`src/rtl/alu_pkg.sv`:
```
// Shared constants and types for the ALU issue/writeback controller.
//   DATA_W   operand width
//   OP_W     ALU select width
//   REG_AW   register-file address width
//   RES_W    ALU result width (operand width plus carry)
//   state_e  controller states
package alu_pkg;

    localparam int unsigned DATA_W   = 4;
    localparam int unsigned OP_W     = 4;
    localparam int unsigned REG_AW   = 2;
    localparam int unsigned RES_W    = DATA_W + 1;
    localparam int unsigned NUM_REGS = 1 << REG_AW;

    typedef enum logic [1:0] {
        IDLE = 2'd0,
        EXEC = 2'd1,
        RESP = 2'd2
    } state_e;

endpackage

```
`src/rtl/alu_regfile.sv`:
```
// Small operand register file: two asynchronous read ports, one synchronous
// write port, asynchronous reset of all entries to zero.
//   clk, rst               clock, async active-high reset
//   we_i/waddr_i/wdata_i   write port (takes effect on rising edge)
//   raddr_a_i/rdata_a_o    read port A (combinational)
//   raddr_b_i/rdata_b_o    read port B (combinational)
module alu_regfile
    import alu_pkg::*;
#(
    parameter int unsigned DATA_W_P = alu_pkg::DATA_W,
    parameter int unsigned REG_AW_P = alu_pkg::REG_AW
) (
    input  logic                clk,
    input  logic                rst,
    input  logic                we_i,
    input  logic [REG_AW_P-1:0] waddr_i,
    input  logic [DATA_W_P-1:0] wdata_i,
    input  logic [REG_AW_P-1:0] raddr_a_i,
    output logic [DATA_W_P-1:0] rdata_a_o,
    input  logic [REG_AW_P-1:0] raddr_b_i,
    output logic [DATA_W_P-1:0] rdata_b_o
);

    localparam int unsigned DEPTH = 1 << REG_AW_P;

    logic [DATA_W_P-1:0] mem_q [DEPTH];

    // Storage with write port
    always_ff @(posedge clk or posedge rst) begin
        if (rst) begin
            for (int unsigned i = 0; i < DEPTH; i++) begin
                mem_q[i] <= '0;
            end
        end else if (we_i) begin
            mem_q[waddr_i] <= wdata_i;
        end
    end

    // Read ports see current contents, so a read in the accept cycle
    // never observes a write that has not yet landed.
    assign rdata_a_o = mem_q[raddr_a_i];
    assign rdata_b_o = mem_q[raddr_b_i];

endmodule

```
`src/rtl/alu_issue_ctrl.sv`:
```
// Issue and writeback controller placed in front of a combinational ALU.
// Accepts one command at a time, reads operands from the register file (or
// an immediate), drives the ALU for one cycle, writes the result back and
// presents it on a valid/ready response channel.
//   clk, rst                      clock, async active-high reset
//   cmd_valid/cmd_ready           command handshake (ready only in IDLE)
//   cmd_op/rd/ra/rb/imm_en/imm/load  command fields
//   alu_s/alu_a/alu_b             registered drive into the ALU
//   alu_result                    ALU result (DATA_W+1 bits)
//   rsp_valid/rsp_ready/rsp_data  response channel
//   carry                         sticky carry from the last ALU op
module alu_issue_ctrl
    import alu_pkg::*;
#(
    parameter int unsigned DATA_W = alu_pkg::DATA_W,
    parameter int unsigned OP_W   = alu_pkg::OP_W,
    parameter int unsigned REG_AW = alu_pkg::REG_AW
) (
    input  logic              clk,
    input  logic              rst,
    input  logic              cmd_valid,
    output logic              cmd_ready,
    input  logic [OP_W-1:0]   cmd_op,
    input  logic [REG_AW-1:0] cmd_rd,
    input  logic [REG_AW-1:0] cmd_ra,
    input  logic [REG_AW-1:0] cmd_rb,
    input  logic              cmd_imm_en,
    input  logic [DATA_W-1:0] cmd_imm,
    input  logic              cmd_load,
    output logic [OP_W-1:0]   alu_s,
    output logic [DATA_W-1:0] alu_a,
    output logic [DATA_W-1:0] alu_b,
    input  logic [DATA_W:0]   alu_result,
    output logic              rsp_valid,
    input  logic              rsp_ready,
    output logic [DATA_W:0]   rsp_data,
    output logic              carry
);

    state_e              state_q;
    logic [OP_W-1:0]     op_q;
    logic [DATA_W-1:0]   a_q;
    logic [DATA_W-1:0]   b_q;
    logic [DATA_W-1:0]   imm_q;
    logic [REG_AW-1:0]   rd_q;
    logic                load_q;
    logic                cmd_ready_q;
    logic                rsp_valid_q;
    logic [DATA_W:0]     rsp_data_q;
    logic                carry_q;

    logic [DATA_W-1:0]   rf_rdata_a;
    logic [DATA_W-1:0]   rf_rdata_b;
    logic                rf_we_c;
    logic [DATA_W-1:0]   rf_wdata_c;

    // Writeback lands on the edge that ends EXEC; loads bypass the ALU.
    assign rf_we_c    = (state_q == EXEC);
    assign rf_wdata_c = load_q ? imm_q : alu_result[DATA_W-1:0];

    alu_regfile #(
        .DATA_W_P (DATA_W),
        .REG_AW_P (REG_AW)
    ) u_rf (
        .clk       (clk),
        .rst       (rst),
        .we_i      (rf_we_c),
        .waddr_i   (rd_q),
        .wdata_i   (rf_wdata_c),
        .raddr_a_i (cmd_ra),
        .rdata_a_o (rf_rdata_a),
        .raddr_b_i (cmd_rb),
        .rdata_b_o (rf_rdata_b)
    );

    // Controller FSM with registered outputs
    always_ff @(posedge clk or posedge rst) begin
        if (rst) begin
            state_q     <= IDLE;
            op_q        <= '0;
            a_q         <= '0;
            b_q         <= '0;
            imm_q       <= '0;
            rd_q        <= '0;
            load_q      <= 1'b0;
            cmd_ready_q <= 1'b1;
            rsp_valid_q <= 1'b0;
            rsp_data_q  <= '0;
            carry_q     <= 1'b0;
        end else begin
            case (state_q)
                IDLE: begin
                    if (cmd_valid) begin
                        op_q        <= cmd_op;
                        a_q         <= rf_rdata_a;
                        b_q         <= cmd_imm_en ? cmd_imm : rf_rdata_b;
                        imm_q       <= cmd_imm;
                        rd_q        <= cmd_rd;
                        load_q      <= cmd_load;
                        cmd_ready_q <= 1'b0;
                        state_q     <= EXEC;
                    end
                end
                EXEC: begin
                    if (load_q) begin
                        rsp_data_q <= {1'b0, imm_q};
                    end else begin
                        rsp_data_q <= alu_result;
                        carry_q    <= alu_result[DATA_W];
                    end
                    rsp_valid_q <= 1'b1;
                    state_q     <= RESP;
                end
                RESP: begin
                    // cmd_ready rises only after IDLE is reached: no same-cycle accept.
                    if (rsp_ready) begin
                        rsp_valid_q <= 1'b0;
                        cmd_ready_q <= 1'b1;
                        state_q     <= IDLE;
                    end
                end
                default: begin
                    state_q     <= IDLE;
                    rsp_valid_q <= 1'b0;
                    cmd_ready_q <= 1'b1;
                end
            endcase
        end
    end

    assign cmd_ready = cmd_ready_q;
    assign rsp_valid = rsp_valid_q;
    assign rsp_data  = rsp_data_q;
    assign carry     = carry_q;
    assign alu_s     = op_q;
    assign alu_a     = a_q;
    assign alu_b     = b_q;

endmodule

```
`config.mk`:
```
export PLATFORM = sky130hd
export DESIGN_NAME = alu_issue_ctrl
export DESIGN_NICKNAME = d
export VERILOG_FILES = /design/src/rtl/alu_pkg.sv /design/src/rtl/alu_regfile.sv /design/src/rtl/alu_issue_ctrl.sv
export SDC_FILE = /design/constraint.sdc
export NUM_CORES = 1
export LEC_CHECK = 0
export CAP_MARGIN = 5
export CORE_UTILIZATION = 56
export CTS_BUF_LIST = sky130_fd_sc_hd__clkbuf_2 sky130_fd_sc_hd__clkbuf_4 sky130_fd_sc_hd__clkbuf_8
export CTS_CLUSTER_SIZE = 16
export DETAILED_ROUTE_END_ITERATION = 6
export GPL_TIMING_DRIVEN = 0
export PLACE_DENSITY_LB_ADDON = 0.05
export SETUP_SLACK_MARGIN = 0.15
export SLEW_MARGIN = 20
export SYNTH_ARGS = -nofsm -noshare
export SYNTH_HDL_FRONTEND = slang
export SYNTH_SLANG_ARGS = --single-unit
```
`constraint.sdc`:
```
create_clock -name clk -period 3.26 [get_ports clk]
set_input_delay 0.652 -clock clk [delete_from_list [all_inputs] [get_ports clk]]
set_output_delay 0.652 -clock clk [all_outputs]
set_load 0.05 [all_outputs]
```
==> summary.md <==
| Metric | Value |
|---|---|
| Outcome | `complete, no violations` |
| Lkg Pwr | `0.00111 uW` |
| WP depth | `1` |
| HP Class | `reg -> reg` |
| Hold_buf cts | `0` |
| Number of global-route vias before repair | `1453` |
| Max Buffers Root-to-Sink | `2` |
| Root cell of the clock tree | `clkbuf_4` |
| Fin area | `2610 um2` |
| Placed inst area | `2550 um2` |
| Tot Pwr | `2660 uW` |
| Critical Path AT | `1.70 ns` |
| Final WL | `4.09 mm` |
| Port bufs | `43` |
| Rows | `21` |
| FF+latch count, synth | `45` |
| Final hold slack | `0.503 ns` |
| Die width | `62.4 um` |
| Max Cap Viol | `0` |
| Via density | `5.47` |
| Delay-heaviest family, CP | `buffers and inverters` |
| Least-Margin Pin Slew | `0.470 ns` |
| Syn Area/Cell | `13.5 um2` |
| DP Wirelength | `3.10 mm` |
| Die ar. | `3890 um2` |
| First-pass GRT wire length | `7.06 mm` |
| CP Launch Type | `flop` |
| Fin. Hold Viols | `0` |
| GR Util All Layers | `0.240` |
| Synth warn | `0` |
| Final TNS setup | `0 ns` |
| Drt pass-1 iters | `4` |
| Initial Utilization | `0.598` |
| DR WL/cell | `16.4 um` |
| Grt total ovfl | `0` |
| Crit. End Element | `output pin` |
| Post-route DRC | `0` |
| Yosys top cell by area | `dfrtp_1` |
| Final slew viol count | `0` |
| RSZ-0062 raised after global routing | `no` |
| Pin count of the biggest net entering global routing | `35` |
| Minimum clock period | `2.35 ns` |
| Layout filler cell count | `226` |
| Die Span Y | `62.4 um` |
| Io pins | `45` |
| Crit Path Max Fanout | `3` |
| Clk_lat worst skew | `0.35 ns` |
| Worst path slowest cell | `clkdlybuf4s50_1` |
| Slew margin rel. | `0.678` |
| RePlAce Congestion | `0.729` |
| CP Buf/Inv Count | `1` |
| CTS H-tree lvls | `2` |
| Antenna diodes | `0` |
| CP max stage delay | `0.80 ns` |
| Reg2reg path depth | `4` |
| Initial antenna violation count | `0` |
| Vias | `1362` |
| Fraction of layout cells with a size suffix above 1 | `0.197` |
| Layout Nets | `227` |
| Seq/Total Area, Yosys | `0.552` |
| Core area | `3420 um2` |
| Clk slew on worst S/H paths | `0.14 ns` |
| Worst Hold Depth | `2` |
| Post-CTS Setup Inserts | `0` |
| Resized Gates After CTS | `0` |
| Max Freq | `425 MHz` |
| Setup violators final | `0` |
| Critical path type | `reg -> out` |
| Pwr/cell area | `1020 nW/um2` |
| Synth area leaders | `dfrtp_1, mux2_4, mux4_2` |
| Setup Skew | `0.0169 ns` |
| CTS Buf Count | `5` |
| Commonest non-fill, non-tap cell in the layout | `dfrtp_1` |
| TritonCTS clock tree | `done` |
| CP required | `2.61 ns` |
| Clock sink count | `45` |
| Mapped Area | `2040 um2` |
| Yosys cell types | `24` |
| Antenna-violating nets left | `0` |
| Area grow syn2layout | `27.6%` |
| First DRT Iteration DRCs | `52` |
| CP cell instances | `clkdlybuf4s50_1` |
| Post-Syn Instances | `151` |
| VDD IR-drop max | `648 uV` |
| Yosys top cell area share | `0.539` |
| Fin crit share | `0.722` |
| Syn_nets | `176` |
| Commonest cells after routing, fill and taps aside | `dfrtp_1, clkdlybuf4s50_1, nor2_1` |
registers in the layout, indices dropped and copies added, names as in the netlist:
register,cells
load_q,1
alu_s,4
u_rf.mem_q,16
carry,1
rsp_valid,1
imm_q,4
alu_b,4
alu_a,4
rsp_data,5
state_q,2
rd_q,2
cmd_ready,1
power breakdown:
part	leakage (uW)	switching, uW	internal [uW]
Sequential	0.000509	183	821
Combinational	0.000565	792	615
Clock	0.0000310	172	81.5
routing by layer:
metal | routed length (um) | track usage | up-vias
li1 | - | - | 642
met1 | 1880 | 0.315 | 684
met2 | 2000 | 0.404 | 34
met3 | 177 | 0.0456 | 2
met4 | 25 | 0.0785 | 0
met5 | 0 | 0 | -
cells in the mapped netlist:
cell type and n:
a21oi_1 17, a22o_1 1, buf_1 1, buf_12 1
buf_2 2, buf_6 3, clkbuf_1 2, dfrtp_1 44
dfstp_2 1, inv_1 2, mux2_2 5, mux2_4 11
mux2i_1 8, mux4_1 3, mux4_2 5, nand2_1 10
nand4b_1 1, nor2_1 19, nor3b_4 1, nor4b_4 1
nor4bb_1 2, o21ai_0 8, o22a_1 2, or2b_1 1
metrics by stage:
step                      utilization  cells  setup WS, ns
final                           0.763    249         0.908
after global routing            0.763    249         0.843
after CTS                       0.763    249         0.874
after detailed placement        0.747    241         0.988
after global placement          0.741    240         0.770
after floorplan                     -    151          1.55
final timing paths:
kind	start	end	slack (ns)
max	cmd_ready$_DFFE_PP1P_	cmd_ready	0.91
min reg2reg	rsp_data[2]$_DFFE_PP0P_	rsp_data[2]$_DFFE_PP0P_	0.50
min in group asynchronous	rst	imm_q[1]$_DFFE_PP0P_	0.54
max in group asynchronous	rst	cmd_ready$_DFFE_PP1P_	2.20
max reg2reg	state_q[0]$_DFFE_PP0P_	alu_s[1]$_DFFE_PP0P_	1.73
min	rsp_data[2]$_DFFE_PP0P_	rsp_data[2]$_DFFE_PP0P_	0.50
cell families (layout without fill, tap and decap cells):
group | after synthesis | in the layout | share of synthesized area
mux | 32 | 32 | 0.241
buf+inv | 11 | 63 | 0.0404
flops | 45 | 45 | 0.552
compound gates | 28 | 28 | 0.0741
simple gates | 35 | 35 | 0.0919
cell type report:
| class | count | area (um2) | share of cell area |
|---|---|---|---|
| buffer | 9 | 75.1 | 0.0288 |
| sequential | 45 | 1130 | 0.433 |
| clock inverter | 3 | 17.5 | 0.00672 |
| tap | 46 | 57.6 | 0.0221 |
| timing repair buffer | 44 | 450 | 0.173 |
| clock buffer | 5 | 37.5 | 0.0144 |
| multi-input combinational | 95 | 832 | 0.319 |
| inverter | 2 | 7.51 | 0.00288 |
Power figures use the tool's default switching activity.
==> patch 1: new RTL, same flow settings <==
`OP_W`: 4 -> 6.
--- a/src/rtl/alu_pkg.sv
+++ b/src/rtl/alu_pkg.sv
@@ -7,7 +7,7 @@
 package alu_pkg;
 
     localparam int unsigned DATA_W   = 4;
-    localparam int unsigned OP_W     = 4;
+    localparam int unsigned OP_W     = 6;
     localparam int unsigned REG_AW   = 2;
     localparam int unsigned RES_W    = DATA_W + 1;
     localparam int unsigned NUM_REGS = 1 << REG_AW;
Ports: changed (resized alu_s and cmd_op); port bits go from 45 to 49. The function was not compared with the original's and may differ.
==> patch 1 against the original RTL <==
Die area is 0.53% higher. Cell count grew 3.6%. Cell area increased by 2.0%. Power increased by 3.1%. Count of clock-buffer cells in the layout unchanged. Sequential cell count rose by 2. Worst setup slack worse by 0.0091 ns. Synthesized area rose by 0.55%. Routed wire length grew 2.5%. Clock power up 7%.
==> patch 1: results (changes against the original RTL) <==
| Metric | Value |
|---|---|
| Outcome | `finished clean` |
| 1st-iter DRT viols | `103 (+98%)` |
| Detailed-route via count | `1425 (+4.6%)` |
| Total GRT Usage | `24.1% (+0.12 points)` |
| Hold Startpoint | `rsp_valid$_DFFE_PP0P_` |
| Syn Nets | `183 (+4.0%)` |
| Nets | `238 (+4.8%)` |
| Register bank with the most flops | `u_rf.mem_q` |
| Worst-case vdd ir drop | `0.000564 V (-13%)` |
| Hold EP | `rsp_valid$_DFFE_PP0P_` |
| Share of cells above drive strength 1 | `21.7% (+2.0 points)` |
| Number of global-route vias before repair | `1439 (-0.96%)` |
| Post-Route WL | `4.19 mm (+2.5%)` |
| Sequential area share after synthesis | `57.3% (+2.1 points)` |
| Synth unique cells | `23 (-4.2%)` |
| Lkg Pwr | `1.10 nW (-0.82%)` |
| Detail Placement HPWL | `3.22 mm (+4.0%)` |
| Met1 usage | `30.8% (-0.76 points)` |
| First-pass GRT wire length | `7.10 mm (+0.60%)` |
| Depth of the worst hold-timing path | `1 (-1)` |
| Most frequent cells after synthesis | `dfrtp_1 (46), nor2_1 (19), a21oi_1 (17), mux2_2 (17), nand2_1 (10)` |
| Worst r2r dst | `imm_q[1]$_DFFE_PP0P_` |
| Routability congestion estimate | `0.749 (+2.8%)` |
| Worst R2R Start | `state_q[1]$_DFFE_PP0P_` |
| DP Area | `0.00260 mm² (+2.0%)` |
| Fill count | `230 (+1.8%)` |
| Main area contributors after synthesis | `dfrtp_1 (56%), mux2_2 (9.3%), mux4_2 (8.8%), a21oi_1 (4.1%), mux2i_1 (3.9%)` |
| Met3 usage | `6.75% (+2.2 points)` |
| GRT met2 Usage | `40.6% (+0.24 points)` |
| Worst Clk Skew | `0.00681 ns (-0.0101 ns)` |
[patch 1: cell count changes after synthesis, sizes merged]
cell / change
or2b: -1
nor4bb: -2
nor3: +1
dfrtp: +2
o22a: -2
nand2b: +2
o21a: +1
mux2: +2
and4bb: +2
o21ai: +1
inv: -1
[patch 1: per-stage QoR]
stage | cells | power (W) | hold WS [ns] | utilization [%] | worst slack (ns)
final | 258 | 0.00275 | 0.493 | 77.8 | 0.898
after global routing | 258 | 0.00290 | 0.530 | 77.8 | 0.843
after CTS | 258 | 0.00277 | 0.497 | 77.8 | 0.879
after detailed placement | 250 | 0.00250 | 0.467 | 76.2 | 0.976
after global placement | 249 | 0.00242 | 0.460 | 75.6 | 0.689
after floorplan | 156 | 0.00203 | 0.461 | - | 1.49
[patch 1: power breakdown]
group | total, W | leakage [nW] | internal (W) | switching [W]
registers | 0.00104 | 0.532 | 0.000859 | 0.000183
logic | 0.00143 | 0.528 | 0.000593 | 0.000840
clock network | 0.000270 | 0.0354 | 0.0000846 | 0.000186
total | 0.00275 | 1.10 | 0.00154 | 0.00121
[patch 1: logic make-up (layout without fill, tap and decap cells)]
family	count (synthesis)	count (layout)	synth area share, %
DFF	47	47	57.3
AOI/OAI and AO/OA	28	28	7.13
and+or+nand+nor	37	37	9.87
muxes	34	34	22.5
buffers and inverters	10	66	3.11
[patch 1: how the worst max path moves through the flow]
stage | start | endpoint | slack [ns]
detailed placement | cmd_valid | alu_a[0]$_DFFE_PP0P_ | 0.98
floorplan | rst | alu_a[0]$_DFFE_PP0P_ | 1.49
finish | cmd_ready$_DFFE_PP1P_ | cmd_ready | 0.90
CTS | cmd_ready$_DFFE_PP1P_ | cmd_ready | 0.88
global route | cmd_ready$_DFFE_PP1P_ | cmd_ready | 0.84
global placement | rst | u_rf.mem_q[8]$_DFFE_PP0P_ | 0.69
[patch 1: per-layer routing]
layer	wire length, µm	share of wire [%]
met1	1770	42
met2	2150	51
met3	229	5.5
met4	35	0.84
met5	0	0
[patch 1: layout make-up]
type                            count  area share, %
Tap cell                           46           2.17
Inverter                            1          0.141
Clock inverter                      3          0.706
Sequential cell                    47           44.3
Clock buffer                        5           1.41
Multi-Input combinational cell     99           30.6
Timing Repair Buffer               48           18.5
Buffer                              9           2.26
==> patch 2: new RTL, same settings <==
Without the edit above. Re-encode `state_e` (3 states) as one-hot, 3 bits wide.
--- a/src/rtl/alu_pkg.sv
+++ b/src/rtl/alu_pkg.sv
@@ -12,10 +12,10 @@
     localparam int unsigned RES_W    = DATA_W + 1;
     localparam int unsigned NUM_REGS = 1 << REG_AW;
 
-    typedef enum logic [1:0] {
-        IDLE = 2'd0,
-        EXEC = 2'd1,
-        RESP = 2'd2
+    typedef enum logic [2:0] {
+        IDLE = 3'b001,
+        EXEC = 3'b010,
+        RESP = 3'b100
     } state_e;
 
 endpackage
Formal check against the unedited RTL: same outputs for any inputs over 10 cycles, from zero or initial values and one cycle with rst high; not proved beyond that.
==> patch 2 against the original RTL <==
Cell area up 5.9%. Die area increased by 5.2%. Sequential cell count rose by 1. Worst setup slack better by 0.054 ns. Routed wire length rose by 3.2%. Power increased by 9.6%. Clock skew is 0.0089 ns lower. Synthesized area rose by 5.4%. Non-clock buffer count is 3 lower. Sequential power increased by 7%. Register-to-register slack worse by 0.06 ns. Core utilization decreased by 0.94 points. Count of clock-buffer cells in the layout rose by 2.
==> patch 2: results (changes against the original RTL) <==
| Metric | Value |
|---|---|
| CTS sink count | `46 (+2.2%)` |
| Outcome | `finished clean` |
| Worst Clk Skew | `0.00801 ns (-0.00888 ns)` |
| Cells after DPL | `229 (-5.0%)` |
| Lkg Pwr | `1.18 nW (+7.0%)` |
| Clock slew at reported path FFs | `0.08 ns (-0.06 ns)` |
| Detailed-route via count | `1337 (-1.8%)` |
| Arr. time, crit path | `1.65 ns (-0.05 ns)` |
| Mean Syn Cell Area | `15.7 µm² (+16%)` |
| Clock latency on the worst-skew pair | `0.30 ns (-0.05 ns)` |
| 1st-iter DRT viols | `36 (-31%)` |
| Sequential area share after synthesis | `53.6% (-1.6 points)` |
| Cell area after synthesis | `0.00215 mm² (+5.4%)` |
| Post-Route WL | `4.22 mm (+3.2%)` |
| First-pass GRT wire length | `7.30 mm (+3.4%)` |
| Met3 wire len | `225 µm (+27%)` |
| Mux contribution to synthesized area | `33.6% (+9.5 points)` |
| Met2 wire length | `2.06 mm (+3.1%)` |
| Worst-case vdd ir drop | `0.000499 V (-23%)` |
| Compound-Gate Fraction of Synth Area | `3.31% (-4.1 points)` |
| Syn Nets | `162 (-8.0%)` |
| Most frequent cells after synthesis | `dfrtp_1 (44), mux2_2 (24), mux2_4 (14)` |
| CTS Root Cell | `clkbuf_8` |
| Clock-cell share | `3.45% (+1.3 points)` |
| Cells on worst reg2reg path | `5 (+1)` |
| Nets | `213 (-6.2%)` |
| Drt wl/cell | `17.8 µm (+8.4%)` |
| WL met1 | `1.84 mm (-2.4%)` |
| Total GRT Usage | `24.6% (+0.62 points)` |
| Number of global-route vias before repair | `1440 (-0.89%)` |
| Depth of the worst hold-timing path | `1 (-1)` |
| DP Area | `0.00266 mm² (+4.4%)` |
| Routability congestion estimate | `0.795 (+9.1%)` |
| Fill count | `228 (+0.88%)` |
| P per Cell Area | `1060 mW/mm² (+3.5%)` |
| Detail Placement HPWL | `3.14 mm (+1.2%)` |
| Met1 usage | `32.6% (+1.1 points)` |
| Dpl ws | `0.998 ns (+0.0105 ns)` |
-- patch 2: cell types whose count changed in the layout (fill, tap and decap cells not counted), moves of 6 or more --
cell      change
mux2_2       +19
nor2_1       -13
nand2_1      -10
o21ai_0       -7
clkbuf_8      +6
a21oi_1      -12
-- patch 2: report_power, final --
part	switching (W)	leakage (nW)	internal (W)
Sequential	0.000204	0.553	0.000862
Combinational	0.000777	0.578	0.000715
Clock	0.000181	0.0517	0.000179
-- patch 2: final timing paths --
kind / startpoint / to / slack, ns
max in group asynchronous: rst / state_q[0]$_DFFE_PP1P_ / 2.14
min: alu_s[3]$_DFFE_PP0P_ / alu_s[3]$_DFFE_PP0P_ / 0.50
max: cmd_ready$_DFFE_PP1P_ / cmd_ready / 0.96
min reg2reg: alu_s[3]$_DFFE_PP0P_ / alu_s[3]$_DFFE_PP0P_ / 0.50
max reg2reg: state_q[1]$_DFFE_PP0P_ / alu_s[3]$_DFFE_PP0P_ / 1.67
min in group asynchronous: rst / imm_q[2]$_DFFE_PP0P_ / 0.59
